$ cat src/rtl/switches_to_leds_pkg.sv
// rtl/switches_to_leds_pkg.sv - shared defaults and counter sizing for switches_to_leds
package switches_to_leds_pkg;

  localparam int N_DEFAULT               = 4;
  localparam int DEBOUNCE_CYCLES_DEFAULT = 4;

  // One extra bit over clog2 keeps DEBOUNCE_CYCLES-1 representable even when DEBOUNCE_CYCLES is 1.
  function automatic int cnt_width(input int cycles);
    return $clog2(cycles) + 1;
  endfunction

endpackage

$ cat src/rtl/switches_to_leds_debounce_bit.sv
// rtl/switches_to_leds_debounce_bit.sv - one channel: 2-flop sync, optional debounce counter, LED and change pulse
// Debounce counter present only when SWITCHES_TO_LEDS_DEBOUNCE_EN is defined.
module debounce_bit
  import switches_to_leds_pkg::*;
#(
  parameter int DEBOUNCE_CYCLES = DEBOUNCE_CYCLES_DEFAULT
) (
  input  logic i_clk,
  input  logic i_rst,
  input  logic i_switch,
  output logic o_LED,
  output logic o_LED_changed
);

  logic sync1;
  logic sync2;
  logic led_next;

  always_ff @(posedge i_clk) begin
    if (i_rst) begin
      sync1 <= 1'b0;
      sync2 <= 1'b0;
    end else begin
      sync1 <= i_switch;
      sync2 <= sync1;
    end
  end

`ifdef SWITCHES_TO_LEDS_DEBOUNCE_EN
  localparam int CW = cnt_width(DEBOUNCE_CYCLES);
  localparam logic [CW-1:0] CNT_LAST = CW'(DEBOUNCE_CYCLES - 1);

  logic [CW-1:0] cnt;
  logic [CW-1:0] cnt_next;

  // Counter only advances while sync2 disagrees with the LED; it clears on load or on agreement, so it never wraps.
  always_comb begin
    led_next = o_LED;
    cnt_next = '0;
    if (sync2 != o_LED) begin
      if (cnt == CNT_LAST) begin
        led_next = sync2;
      end else begin
        cnt_next = cnt + 1'b1;
      end
    end
  end

  always_ff @(posedge i_clk) begin
    if (i_rst) begin
      cnt <= '0;
    end else begin
      cnt <= cnt_next;
    end
  end
`else
  assign led_next = sync2;

  // DEBOUNCE_CYCLES has no effect in this build.
  if (DEBOUNCE_CYCLES < 1) begin : g_debounce_ignored
  end
`endif

  always_ff @(posedge i_clk) begin
    if (i_rst) begin
      o_LED         <= 1'b0;
      o_LED_changed <= 1'b0;
    end else begin
      o_LED         <= led_next;
      o_LED_changed <= led_next ^ o_LED;
    end
  end

endmodule

$ cat src/rtl/switches_to_leds.sv
// rtl/switches_to_leds.sv - N independent switch-to-LED channels
// Optional debounce enabled by defining SWITCHES_TO_LEDS_DEBOUNCE_EN.
module switches_to_leds
  import switches_to_leds_pkg::*;
#(
  parameter int N               = N_DEFAULT,
  parameter int DEBOUNCE_CYCLES = DEBOUNCE_CYCLES_DEFAULT
) (
  input  logic         i_clk,
  input  logic         i_rst,
  input  logic [N-1:0] i_switch,
  output logic [N-1:0] o_LED,
  output logic [N-1:0] o_LED_changed
);

  for (genvar k = 0; k < N; k++) begin : g_ch
    debounce_bit #(
      .DEBOUNCE_CYCLES(DEBOUNCE_CYCLES)
    ) u_bit (
      .i_clk        (i_clk),
      .i_rst        (i_rst),
      .i_switch     (i_switch[k]),
      .o_LED        (o_LED[k]),
      .o_LED_changed(o_LED_changed[k])
    );
  end

endmodule

$ cat config.mk
export PLATFORM = sky130hd
export DESIGN_NAME = switches_to_leds
export DESIGN_NICKNAME = d
export VERILOG_FILES = /design/src/rtl/switches_to_leds_pkg.sv /design/src/rtl/switches_to_leds_debounce_bit.sv /design/src/rtl/switches_to_leds.sv
export SDC_FILE = /design/constraint.sdc
export NUM_CORES = 1
export LEC_CHECK = 0
export CAP_MARGIN = 20
export CORE_MARGIN = 5
export CORE_UTILIZATION = 30
export CTS_CLUSTER_DIAMETER = 120
export DETAILED_ROUTE_END_ITERATION = 8
export GPL_ROUTABILITY_DRIVEN = 0
export GPL_TIMING_DRIVEN = 0
export PLACE_DENSITY = 0.61
export SYNTH_ARGS = -nofsm -noshare
export SYNTH_HDL_FRONTEND = slang
export SYNTH_HIERARCHICAL = 1
export SYNTH_SLANG_ARGS = --single-unit
$ cat constraint.sdc
create_clock -name i_clk -period 0.8 [get_ports i_clk]
set_input_delay 0.16 -clock i_clk [delete_from_list [all_inputs] [get_ports i_clk]]
set_output_delay 0.16 -clock i_clk [all_outputs]
set_load 0.01 [all_outputs]
Yosys cells after proc, flatten, opt, wreduce, memory -nomap -nowiden
Index checks and enable logic that the tools add are counted.
- output and inout port bits: 8
- bits in registers: 16
- word-level logic and storage cells: 20
- input port bits: 6
- bitwise operators: 4
- operator list (cell ; number):
    $xor 1x1->1 ; 4

Logic depth before layout (Yosys ltp)
- word-level depth: 1
- mapped depth: 2
- gate-level depth less buffers: 2

Hierarchy
The synthesis kept the hierarchy.
- modules (own cells, without submodules) (module ; area each (µm²) ; instances ; seq. area each (µm²) ; cells each):
    debounce_bit ; 111.4 ; 4 ; 80.1 ; 9

Worst setup path before layout
Ideal clock, no wire load.
- path kind: register to register
- start: reg g_ch[0].u_bit.o_LED
- end: reg g_ch[0].u_bit.o_LED_changed
- clock period less this slack: 648 ps
- data required time: 685 ps
- path buffers: 0
- slack: 152 ps
- arrival time: 533 ps
- setup time: 115 ps
- stages on the path, launching flop included: 3
- cells stage by stage: dfxtp_1 > xnor2_1 > nor2_1
- cells in the longest elaborated chain, start to end: 1
- RTL lines (element ; line ; source):
    start, declared ; switches_to_leds_debounce_bit.sv:11 ; output logic o_LED,
    start signal, assigned ; switches_to_leds_debounce_bit.sv:69 ; o_LED <= led_next;
    $xor 1x1->1 ; switches_to_leds_debounce_bit.sv:70 ; o_LED_changed <= led_next ^ o_LED;
    end signal, assigned ; switches_to_leds_debounce_bit.sv:70 ;
    end, declared ; switches_to_leds_debounce_bit.sv:12 ; output logic o_LED_changed
No other way between the ends.
A chain may end at the register's enable or synchronous reset.

Final worst setup path
- start: reg g_ch[2].u_bit.o_LED
- end: out o_LED[2]
- RTL lines (element ; line ; source):
    start, declared ; switches_to_leds_debounce_bit.sv:11 ;
    start signal, assigned ; switches_to_leds_debounce_bit.sv:69 ;
    end, declared ; switches_to_leds.sv:12 ; output logic [N-1:0] o_LED,
No word-level cell between the ends.

==> impl_metrics.yaml <==
detailed_routing:
  viasPerCell: 4.16
  drt_iter0_markers: 0
  wl_per_cell_microns: 8.90
  ant_nets: 0
  vias: 304
  drcViolationCount: 0
  drt-total-wl_microns: 650
  first_pass_iters: 1
timing:
  rsz0062_at_grt: "true"
  fin_ws_ps: -83.1
  finalCriticalPeriod_ps: 883
  maxSlewViolCount: 0
  slew_headroom: 0.654
  tightest_slew_ps: 519
  setup_viol: 8
  final_hold_viol_count: 0
  fmax_mhz: 1130
  skew_ps: 8.66
  period_share: 1.10
synthesis:
  synthMuxAreaShare: 0
  syn-cell-area_sq_um: 445
  synth-xor-area-share: 0.0787
  synthSimpleGateAreaFrac: 0.202
  synth-compound-area-share: 0
  avgSynthCellArea_sq_um: 12.4
  yosys.area_share.adder: 0
  synth-seq-cells: 16
  synth_seq_area_share: 0.719
  synthDistinctLibCells: 4
  yosys_warnings: 6
  synth_top_family_by_area: "simple AND/OR/NAND/NOR gates"
  syn_inst: 36
  syn_nets: 42
worst_hold_path:
  hold_class: "in -> reg"
  min_path_cells: 2
global_routing:
  grt_pass1_wl_microns: 1010
  grt_max_degree: 17
  grt.total_usage: 0.0581
  antenna_found_initial: 0
  gr-total-overflow: 0
  grt_pass1_vias: 243
setup_path:
  reg2reg_depth: 3
  critPathArrivalTime_ps: 720
  start_kind: "flip-flop"
  cp.depth: 1
  cp.required_ps: 640
  worstPathMaxFanout: 2
  slowest_stage: "dfxtp_2"
  cp-end-kind: "output pin"
  crit_chain: "buf_6"
  crit_type: "reg -> out"
  critPathTopFamily: "flip-flops"
  cp_slowest_stage_delay_ps: 330
  path_buf_inv: 1
clocking:
  cts_tree: "done"
  numCtsBuffers: 3
  clk_path_buf_depth: 2
  clk_latency_ps: 280
  cts_root_buffer: "clkbuf_4"
  path_clk_slew_ps: 90
  h-tree-depth: 1
  cts.sinks: 16
finish:
  final_layout_size_suffix_gt1_frac: 0.421
  design_area_sq_um: 681
  nFillCells: 125
  n_antenna_cell: 0
  stdcell_count: 73
  area_growth_pct: 52.8
  most-common-layout-cells: "nor2b_1, dfxtp_1"
  finalCoreUtilization: 0.468
  nNetsFinal: 64
placement:
  io_buffers: 13
  place_area_sq_um: 596
  dpl.cell_count: 65
status:
  status: "finished, violations left"
  violations: "setup timing"
floorplanning:
  ios: 14
  core_sq_um: 1450
  dieArea_sq_um: 2360
  std_cell_rows: 14
  die_x_microns: 48.5
  dieHeight_microns: 48.5
  initial_utilization: 0.306
power:
  finalPower_w: 0.00146
  p_leak_nw: 0.290
  power.density_nw_per_um2: 2140
  ir_worst_vdd_uv: 783
flow_run:
  cap_violations: 0
-- area by class of cell --
cell class / instances / area [sq um] / share of cell area
Multi-Input combinational cell: 20 / 155 / 0.228
Clock buffer: 4 / 36.3 / 0.0533
Sequential cell: 16 / 325 / 0.478
Timing Repair Buffer: 17 / 144 / 0.211
Tap cell: 16 / 20.0 / 0.0294
-- per-stage QoR --
step	TNS (ps)	hold WS, ps	setup WS, ps
2_1_floorplan	0	232	152
3_3_place_gp	-8190	416	-419
3_5_place_dp	-8310	424	-432
4_1_cts	-656	416	-88.4
5_1_grt	-891	416	-118
6_report	-559	422	-83.1
-- report_power, final --
part           leakage, nW  switching [W]  internal [W]
Clock               0.0210       0.000229      0.000276
Sequential           0.133      0.0000135      0.000829
Combinational        0.135      0.0000374     0.0000697
-- cells in the mapped netlist --
library cell / number / area [sq um]
dfxtp_1: 16 / 320
nor2_1: 4 / 15.0
nor2b_1: 12 / 75.1
xnor2_1: 4 / 35.0
-- per-layer routing --
layer	part of all wire	GRT usage	up-vias
li1	-	-	152
met2	0.42	0.0761	13
met1	0.42	0.0545	135
met4	0.042	0.0673	0
met5	0	0	-
met3	0.11	0.0399	4
-- registers in the layout (all words and copies together), names as in the netlist --
register,cells
g_ch.u_bit/led_next,4
g_ch.u_bit/sync1,4
g_ch.u_bit/o_LED,4
g_ch.u_bit/o_LED_changed,4
-- cells by family (layout without fill, tap and decap cells) --
family | after synthesis | count (layout)
XOR/XNOR | 4 | 4
AND/OR/NAND/NOR | 16 | 16
buffers and inverters | 0 | 21
flip-flops | 16 | 16
-- worst paths after layout --
| kind | startpoint | slack [ps] | end |
|---|---|---|---|
| min reg2reg | g_ch[3].u_bit/sync1$_SDFF_PP0_ | 440 | g_ch[3].u_bit/led_next$_SDFF_PP0_ |
| min | i_switch[1] | 420 | g_ch[1].u_bit/sync1$_SDFF_PP0_ |
| max | g_ch[2].u_bit/o_LED$_SDFF_PP0_ | -80 | o_LED[2] |
| max reg2reg | g_ch[1].u_bit/o_LED$_SDFF_PP0_ | 30 | g_ch[1].u_bit/o_LED_changed$_SDFF_PP0_ |
-- timing repair --
action                     CTS  global route
gates cloned                 0             0
pin swaps                    0             2
buffers inserted             4             0
resized for setup           41             4
hold buffers                 0             0
setup endpoints to repair   24            12
Note: power is estimated with default switching activity, not from simulation.
